### config.mk
export PLATFORM = sky130hd
export DESIGN_NAME = io_bus_controller_flat
export DESIGN_NICKNAME = d
export VERILOG_FILES = /design/src/rtl/io_bus_controller_if.sv /design/src/rtl/io_bus_controller.sv /design/src/flat_wrapper.sv
export SDC_FILE = /design/constraint.sdc
export NUM_CORES = 1
export LEC_CHECK = 0
export ABC_AREA = 1
export ABC_CLOCK_PERIOD_IN_PS = 1400
export BUFFER_PORTS_ARGS = -buffer_cell sky130_fd_sc_hd__buf_2
export CELL_PAD_IN_SITES_DETAIL_PLACEMENT = 0
export CELL_PAD_IN_SITES_GLOBAL_PLACEMENT = 2
export CORE_MARGIN = 3
export CORE_UTILIZATION = 29
export DETAILED_ROUTE_END_ITERATION = 10
export GPL_ROUTABILITY_DRIVEN = 0
export PLACE_DENSITY = 0.87
export SYNTH_ARGS = -nofsm -noshare
export SYNTH_HDL_FRONTEND = slang
export SYNTH_SLANG_ARGS = --single-unit
### constraint.sdc
create_clock -name clk -period 1.4 [get_ports clk]
set_input_delay 0.28 -clock clk [delete_from_list [all_inputs] [get_ports clk]]
set_output_delay 0.28 -clock clk [all_outputs]
set_load 0.01 [all_outputs]
### src/rtl/io_bus_controller_if.sv
// rtl/io_bus_controller_if.sv - CPU load/store handshake bundle for the memory-mapped I/O window.
interface io_bus_controller_if #(
    parameter int DBITS = 32
);
    logic             req;
    logic             we;
    logic [DBITS-1:0] addr;
    logic [DBITS-1:0] wdata;
    logic             is_io;
    logic             ready;
    logic [DBITS-1:0] rdata;

    modport master (
        output req, we, addr, wdata,
        input  is_io, ready, rdata
    );

    modport slave (
        input  req, we, addr, wdata,
        output is_io, ready, rdata
    );
endinterface

### src/rtl/io_bus_controller.sv
// rtl/io_bus_controller.sv - one-wait-state I/O window controller: HEX/LEDR/LEDG registers, synchronised SW, debounced KEY.
// Optional feature macro: KEY_EDGE_LATCH_EN (sticky KEY press flags returned in KEY[7:4], cleared on KEY load).
module io_bus_controller #(
    parameter int                     DBITS           = 32,
    parameter logic [DBITS-1:0]       ADDR_HEX        = 32'hF0000000,
    parameter logic [DBITS-1:0]       ADDR_LEDR       = 32'hF0000004,
    parameter logic [DBITS-1:0]       ADDR_LEDG       = 32'hF0000008,
    parameter logic [DBITS-1:0]       ADDR_KEY        = 32'hF0000010,
    parameter logic [DBITS-1:0]       ADDR_SW         = 32'hF0000014,
    parameter int                     DB_CNT_BITS     = 16,
    parameter logic [DB_CNT_BITS-1:0] DEBOUNCE_CYCLES = 16'd50000
) (
    input  logic                 clk,
    input  logic                 reset_n,
    io_bus_controller_if.slave   bus,
    input  logic [3:0]           key_in,
    input  logic [9:0]           sw_in,
    output logic [15:0]          hex_out,
    output logic [9:0]           ledr_out,
    output logic [7:0]           ledg_out
);
    typedef enum logic {IDLE, RESP} state_t;

    localparam logic [DB_CNT_BITS-1:0] DB_LAST = DEBOUNCE_CYCLES - 1'b1;

    state_t                        state_q, state_d;
    logic [DBITS-1:0]              rdata_q, rdata_d;
    logic [15:0]                   hex_q, hex_d;
    logic [9:0]                    ledr_q, ledr_d;
    logic [7:0]                    ledg_q, ledg_d;
    logic [3:0]                    key_s1_q, key_s1_d, key_s2_q, key_s2_d;
    logic [9:0]                    sw_s1_q, sw_s1_d, sw_s2_q, sw_s2_d;
    logic [3:0]                    key_db_q, key_db_d;
    logic [3:0][DB_CNT_BITS-1:0]   db_cnt_q, db_cnt_d;

    logic             accept;
    logic             sel_hex, sel_ledr, sel_ledg, sel_key, sel_sw;
    logic [3:0]       key_sync;
    logic [DBITS-1:0] key_rd;
    logic [DBITS-1:0] rd_mux;

    assign bus.is_io = (bus.addr[DBITS-1:8] == ADDR_HEX[DBITS-1:8]);
    assign accept    = (state_q == IDLE) && bus.req && bus.is_io;

    // Word decode: byte lane bits are don't-care.
    assign sel_hex  = (bus.addr[DBITS-1:2] == ADDR_HEX[DBITS-1:2]);
    assign sel_ledr = (bus.addr[DBITS-1:2] == ADDR_LEDR[DBITS-1:2]);
    assign sel_ledg = (bus.addr[DBITS-1:2] == ADDR_LEDG[DBITS-1:2]);
    assign sel_key  = (bus.addr[DBITS-1:2] == ADDR_KEY[DBITS-1:2]);
    assign sel_sw   = (bus.addr[DBITS-1:2] == ADDR_SW[DBITS-1:2]);

    assign key_sync = ~key_s2_q;

    always_comb begin
        key_s1_d = key_in;
        key_s2_d = key_s1_q;
        sw_s1_d  = sw_in;
        sw_s2_d  = sw_s1_q;
    end

    // Counter only runs while sync disagrees with the accepted state; >= keeps it from wrapping.
    always_comb begin
        key_db_d = key_db_q;
        db_cnt_d = db_cnt_q;
        for (int i = 0; i < 4; i++) begin
            if (key_sync[i] == key_db_q[i]) begin
                db_cnt_d[i] = '0;
            end else if (db_cnt_q[i] >= DB_LAST) begin
                key_db_d[i] = key_sync[i];
                db_cnt_d[i] = '0;
            end else begin
                db_cnt_d[i] = db_cnt_q[i] + 1'b1;
            end
        end
    end

`ifdef KEY_EDGE_LATCH_EN
    logic [3:0] key_flag_q, key_flag_d;

    // Clear first, then OR in new edges so a press landing on the read edge is kept.
    always_comb begin
        key_flag_d = key_flag_q;
        if (accept && !bus.we && sel_key) begin
            key_flag_d = '0;
        end
        key_flag_d = key_flag_d | (key_db_d & ~key_db_q);
    end

    always_ff @(posedge clk or negedge reset_n) begin
        if (!reset_n) begin
            key_flag_q <= '0;
        end else begin
            key_flag_q <= key_flag_d;
        end
    end

    assign key_rd = {{(DBITS-8){1'b0}}, key_flag_q, key_db_q};
`else
    assign key_rd = {{(DBITS-4){1'b0}}, key_db_q};
`endif

    always_comb begin
        rd_mux = '0;
        if (sel_hex) begin
            rd_mux = {{(DBITS-16){1'b0}}, hex_q};
        end else if (sel_ledr) begin
            rd_mux = {{(DBITS-10){1'b0}}, ledr_q};
        end else if (sel_ledg) begin
            rd_mux = {{(DBITS-8){1'b0}}, ledg_q};
        end else if (sel_key) begin
            rd_mux = key_rd;
        end else if (sel_sw) begin
            rd_mux = {{(DBITS-10){1'b0}}, sw_s2_q};
        end
    end

    always_comb begin
        state_d = state_q;
        rdata_d = rdata_q;
        hex_d   = hex_q;
        ledr_d  = ledr_q;
        ledg_d  = ledg_q;
        case (state_q)
            IDLE: begin
                if (bus.req && bus.is_io) begin
                    state_d = RESP;
                    if (bus.we) begin
                        if (sel_hex)  hex_d  = bus.wdata[15:0];
                        if (sel_ledr) ledr_d = bus.wdata[9:0];
                        if (sel_ledg) ledg_d = bus.wdata[7:0];
                    end else begin
                        rdata_d = rd_mux;
                    end
                end
            end
            RESP:    state_d = IDLE;
            default: state_d = IDLE;
        endcase
    end

    always_ff @(posedge clk or negedge reset_n) begin
        if (!reset_n) begin
            state_q  <= IDLE;
            rdata_q  <= '0;
            hex_q    <= '0;
            ledr_q   <= '0;
            ledg_q   <= '0;
            key_s1_q <= 4'hF;
            key_s2_q <= 4'hF;
            sw_s1_q  <= '0;
            sw_s2_q  <= '0;
            key_db_q <= '0;
            db_cnt_q <= '0;
        end else begin
            state_q  <= state_d;
            rdata_q  <= rdata_d;
            hex_q    <= hex_d;
            ledr_q   <= ledr_d;
            ledg_q   <= ledg_d;
            key_s1_q <= key_s1_d;
            key_s2_q <= key_s2_d;
            sw_s1_q  <= sw_s1_d;
            sw_s2_q  <= sw_s2_d;
            key_db_q <= key_db_d;
            db_cnt_q <= db_cnt_d;
        end
    end

    assign bus.ready = (state_q == RESP);
    assign bus.rdata = rdata_q;
    assign hex_out   = hex_q;
    assign ledr_out  = ledr_q;
    assign ledg_out  = ledg_q;
endmodule

### src/flat_wrapper.sv
// flat-port wrapper written by rule: the top's interface ports become plain ports
module io_bus_controller_flat 
#(
    parameter int                     DBITS           = 32,
    parameter logic [DBITS-1:0]       ADDR_HEX        = 32'hF0000000,
    parameter logic [DBITS-1:0]       ADDR_LEDR       = 32'hF0000004,
    parameter logic [DBITS-1:0]       ADDR_LEDG       = 32'hF0000008,
    parameter logic [DBITS-1:0]       ADDR_KEY        = 32'hF0000010,
    parameter logic [DBITS-1:0]       ADDR_SW         = 32'hF0000014,
    parameter int                     DB_CNT_BITS     = 16,
    parameter logic [DB_CNT_BITS-1:0] DEBOUNCE_CYCLES = 16'd50000
)
  (clk, reset_n, key_in, sw_in, hex_out, ledr_out, ledg_out, bus_req, bus_we, bus_addr, bus_wdata, bus_is_io, bus_ready, bus_rdata);
  io_bus_controller_if #(.DBITS(DBITS)) bus_i ();
  input  logic clk;
  input  logic reset_n;
  input  logic [3:0] key_in;
  input  logic [9:0] sw_in;
  output logic [15:0] hex_out;
  output logic [9:0] ledr_out;
  output logic [7:0] ledg_out;
  input wire logic [$bits(bus_i.req)-1:0] bus_req;
  input wire logic [$bits(bus_i.we)-1:0] bus_we;
  input wire logic [$bits(bus_i.addr)-1:0] bus_addr;
  input wire logic [$bits(bus_i.wdata)-1:0] bus_wdata;
  output wire logic [$bits(bus_i.is_io)-1:0] bus_is_io;
  output wire logic [$bits(bus_i.ready)-1:0] bus_ready;
  output wire logic [$bits(bus_i.rdata)-1:0] bus_rdata;
  assign bus_i.req = bus_req;
  assign bus_i.we = bus_we;
  assign bus_i.addr = bus_addr;
  assign bus_i.wdata = bus_wdata;
  assign bus_is_io = bus_i.is_io;
  assign bus_ready = bus_i.ready;
  assign bus_rdata = bus_i.rdata;
  io_bus_controller #(.DBITS(DBITS), .ADDR_HEX(ADDR_HEX), .ADDR_LEDR(ADDR_LEDR), .ADDR_LEDG(ADDR_LEDG), .ADDR_KEY(ADDR_KEY), .ADDR_SW(ADDR_SW), .DB_CNT_BITS(DB_CNT_BITS), .DEBOUNCE_CYCLES(DEBOUNCE_CYCLES)) u_core (.clk(clk), .reset_n(reset_n), .bus(bus_i), .key_in(key_in), .sw_in(sw_in), .hex_out(hex_out), .ledr_out(ledr_out), .ledg_out(ledg_out));
endmodule
## Word-level counts from Yosys, hierarchy flattened

Index checks and enable logic that the tools add are counted.

| word-level totals | value |
|---|---|
| register bits after elaboration | 163 |
| input bits | 82 |
| logic and storage cells | 66 |

| cells by class | value |
|---|---|
| $add $sub $neg | 4 |
| $lt $le $gt $ge | 4 |
| equality and inequality tests | 10 |
| mux-type cells | 15 |
| bitwise operators | 7 |
| reduce and logical (&&, ||, !) cells | 9 |

Operators by type and width:

| operator | count |
|---|---|
| 30-bit == test (second input constant) | 5 |
| 16-bit two-way mux | 8 |
| 32-bit two-way mux | 4 |
| 16-bit by 1-bit adder with 16-bit output (second input constant) | 4 |
| 16-bit greater-or-equal comparator (second input constant) | 4 |
| 24-bit == test (second input constant) | 1 |
| 4-bit AND reduction | 3 |
| 10-bit two-way mux | 1 |
| 2-bit AND reduction | 4 |
| 1-bit NOT | 6 |
| 1-bit == test | 4 |
| 4-bit NOT | 1 |
| 3-bit AND reduction | 1 |
| 1-bit one-hot mux with 2 select lines | 1 |
| 1-bit logical AND | 1 |
| 1-bit two-way mux | 1 |

## Logic depth before layout (Yosys ltp)

| depth | value |
|---|---|
| depth in word-level cells | 6 |
| gate-level depth with buffers | 13 |
| mapped depth without buffers | 11 |

## Worst setup path after synthesis

Ideal clock, no wire load.

| timing | value |
|---|---|
| path kind | reg2reg |
| start | register u_core.db_cnt_q[13] (netlist name) |
| end | register u_core.db_cnt_q[12] (netlist name) |
| arrival time | 1.369 ns |
| setup slack | -0.091 ns |
| cell stages (with the launch flop) | 7 |
| period minus slack after synthesis | 1.491 ns |
| path through | dfrtp_1 > or2_2 > nor4_1 > nand2_1 > nand3_1 > buf_2 > nor2_1 |

RTL lines:

| item | line | source |
|---|---|---|
| start, declared | io_bus_controller.sv:34 | `logic [3:0][DB_CNT_BITS-1:0] db_cnt_q, db_cnt_d;` |
| start signal, assigned | io_bus_controller.sv:165 | `db_cnt_q <= db_cnt_d;` |

==> results.py <==
metrics = {
    "die": {
        "core_sq_um": 23750,
        "die_x_um": 162.5,
        "dieArea_sq_um": 26420,
        "initial_core_util": 0.2991,
        "num_rows": 56,
        "num_io_pins": 150,
        "fp.dieH_um": 162.5,
    },
    "pwr": {
        "pwr-share-comb": 0.070,
        "finalPower_mw": 9.285,
        "vdd_drop_max_uv": 654.8,
        "powerDensity_nw_per_um2": 852.4,
        "p_sw_frac": 0.2530,
        "power_frac_clock": 0.459,
        "p_int_mw": 6.936,
        "seq_power_share": 0.471,
        "leakage_nw": 5.323,
        "netSwitchingPower_mw": 2.349,
    },
    "yosys": {
        "synth_area_per_cell_sq_um": 8.740,
        "ys_warn_count": 0,
        "synth_area_sq_um": 7106,
        "synth_ff_type": "dfrtp_1",
        "synthTopCellsByCount": "nand2_1, dfrtp_1, nor2_1, inv_1, nand3_1",
        "async_flop_share": 1.000,
        "synth_most_common_cell": "nand2_1",
        "yosys.area.top_type_share": 0.4895,
        "synth_seq_cells": 147,
        "synth.area.top_cells": "dfrtp_1, nand2_1, nor2_1",
        "synth_edf_count": 0,
        "synth_cell_types": 44,
        "ys_seq_area_frac": 0.5191,
        "yosys.area.top_type": "dfrtp_1",
        "synthCells": 813,
    },
    "outcome": {
        "status": "finished, violations left",
        "violations": "negative setup slack",
    },
    "global_routing": {
        "antenna_found_initial": 0,
        "grt_use_total": 0.1449,
        "grt_pass1_wl_um": 30500,
        "overflow": 0,
        "grt_max_degree": 30,
        "grt_pass1_vias": 5982,
    },
    "sta": {
        "setup_violations": 60,
        "rsz0062_at_grt": "yes",
        "hold_viol": 0,
        "postLayoutSetupSlackWorst_ns": -0.1062,
        "drv_slew": 0,
        "fmax_mhz": 663.9,
        "clock_skew_ns": 0.01247,
        "period_share": 1.076,
        "fin_crit_ns": 1.506,
    },
    "cts": {
        "cts_tree": "done",
        "cts_buffers": 17,
        "h-tree-depth": 4,
        "cts.path.max_buffers": 2,
        "cts-root-buf": "clkbuf_16",
        "clock_sinks": 147,
        "clk_pin_slew_ns": 0.07,
        "insertion_delay_ns": 0.42,
    },
    "drt": {
        "dr.pass1.iters": 5,
        "via_per_inst": 4.414,
        "drt_wl_total_um": 19650,
        "drc": 0,
        "drt_iter0_markers": 373,
        "postRouteAntennaNets": 0,
        "routedWlPerCell_um": 13.74,
        "vias": 6312,
    },
    "placement": {
        "numPortBuffers": 115,
        "hpwlAfterDp_um": 14210,
        "dp_slack_ns": -0.3250,
    },
    "critical_path": {
        "cp-end-kind": "flip-flop",
        "r2r_start": "u_core.db_cnt_q[32]$_DFF_PN0_",
        "arrival_ns": 1.81,
        "r2r-end": "u_core.db_cnt_q[44]$_DFF_PN0_",
        "cp_max_fo": 3,
        "path_class": "reg -> reg",
        "r2r_slack_ns": -0.11,
        "start_kind": "flip-flop",
        "required_ns": 1.71,
        "rr_worst_depth": 7,
    },
    "final_layout": {
        "syn_to_final_growth_pct": 53.30,
        "fillCellCount": 2288,
        "finish.utilization": 0.4586,
        "finalNetCount": 1184,
        "diodes": 0,
        "drive_above_1_share": 0.4635,
    },
    "worst_hold_path": {
        "worstHoldPathType": "in -> reg",
        "hold_end": "u_core.hex_out[12]$_DFFE_PN0P_",
        "whs_path_depth": 3,
        "worstHoldStart": "bus_wdata[12]",
    },
    "flow_run": {
        "maxCapViolations": 0,
    },
}
-- cells in the final DEF (no fill, tap or decap), types with 4 or more instances in the layout --
master,n
nand2_4,8
clkbuf_16,17
nand4_1,47
xnor2_1,17
xor2_1,16
nor4_4,6
o21ai_1,4
nor2_2,35
nor3_1,7
buf_6,19
nor2_1,37
nor2_4,36
a21oi_1,6
buf_2,114
inv_6,6
nand3_4,14
xnor2_2,4
xor2_2,5
inv_2,12
a21oi_2,6
or2_4,4
nand2_2,22
dfrtp_1,137
dfstp_2,8
nand3_2,11
dlygate4sd3_1,15
nand3_1,37
nand2_1,184
nor3_4,7
buf_12,8
conb_1,16
buf_4,133
inv_1,64
nor3_2,9
-- layout make-up --
type | instances | area [sq um] | area share
multi-input cells | 566 | 3860 | 0.3544
inverters | 76 | 285.3 | 0.02619
well taps | 319 | 399.1 | 0.03664
flip-flops and latches | 147 | 3691 | 0.3388
clock buffers | 18 | 429.2 | 0.03940
clock inverters | 14 | 120.1 | 0.01103
repair buffers | 290 | 2108 | 0.1935
-- power groups by stage --
stage	Sequential (mW)	Clock, mW	Combinational, mW
finish	4.37	4.26	0.646
floorplan	4.43	0	0.215
global placement	4.44	0	0.487
global route	4.38	4.57	0.717
detailed placement	4.44	0	0.491
CTS	4.37	4.38	0.588
-- worst max path at each step --
| stage | start | endpoint | depth (start not counted) |
|---|---|---|---|
| floorplan | bus_addr[7] | u_core.hex_out[5]$_DFFE_PN0P_ | 10 |
| global placement | bus_addr[18] | u_core.bus.rdata[2]$_DFFE_PN0P_ | 14 |
| detailed placement | bus_addr[18] | u_core.bus.rdata[2]$_DFFE_PN0P_ | 14 |
| CTS | u_core.db_cnt_q[17]$_DFF_PN0_ | u_core.db_cnt_q[26]$_DFF_PN0_ | 8 |
| global route | u_core.db_cnt_q[16]$_DFF_PN0_ | u_core.db_cnt_q[25]$_DFF_PN0_ | 8 |
| finish | u_core.db_cnt_q[32]$_DFF_PN0_ | u_core.db_cnt_q[44]$_DFF_PN0_ | 7 |
-- logic make-up after synthesis --
logic type / count (synthesis) / synth area share
AOI/OAI and AO/OA: 27 / 0.02289
xor gates and xnor gates: 42 / 0.05177
adders and majority gates: 4 / 0.007044
buffers and inverters: 115 / 0.08276
DFF: 147 / 0.5191
other: 1 / 0.0005278
and+or+nand+nor: 477 / 0.3159
-- layer usage --
metal | part of all wire | track usage | vias up | routed length [um]
met5 | 0 | 0 | - | 0
met4 | 0.0073 | 0.03345 | 0 | 144
met3 | 0.045 | 0.02950 | 9 | 876
met2 | 0.49 | 0.2369 | 133 | 9647
met1 | 0.46 | 0.1990 | 3010 | 8976
li1 | - | - | 3160 | -
-- stage by stage --
step	instance area [sq um]	std cells	hold slack, ns	setup TNS (ns)
floorplan	7244	828	-0.01559	-0.3220
global placement	8931	1351	0.2020	-20.97
detailed placement	8931	1351	0.2016	-21.86
CTS	10180	1410	0.08868	-1.534
global route	10890	1430	0.09268	-8.822
finish	10890	1430	0.1049	-3.124
-- timing repair --
action | 4_1_cts | 5_1_grt
gates cloned | 1 | 0
endpoints found under the setup margin | 68 | 76
hold buffers | 15 | 0
pin swaps | 24 | 48
gates resized for setup | 116 | 130
buffers inserted | 11 | 20
endpoints found under the hold margin | 37 | 0
-- flip-flops by register name, summed over array words and instances (netlist names), 4 cells and up --
signal	count
u_core.bus.rdata	16
u_core.db_cnt_q	64
u_core.hex_out	16
u_core.key_db_q	4
u_core.key_s1_q	4
u_core.key_s2_q	4
u_core.ledg_out	8
u_core.ledr_out	10
u_core.sw_s1_q	10
u_core.sw_s2_q	10
-- worst max-delay path: stages (launching register included) --
cell and delay (ns):
dfrtp_1 0.38, ha_2 0.22, nand3_4 0.09, buf_4 0.13
buf_4 0.13, nor4_4 0.22, xnor2_1 0.16, nor2_1 0.06
Note: power is estimated with default switching activity, not from simulation.
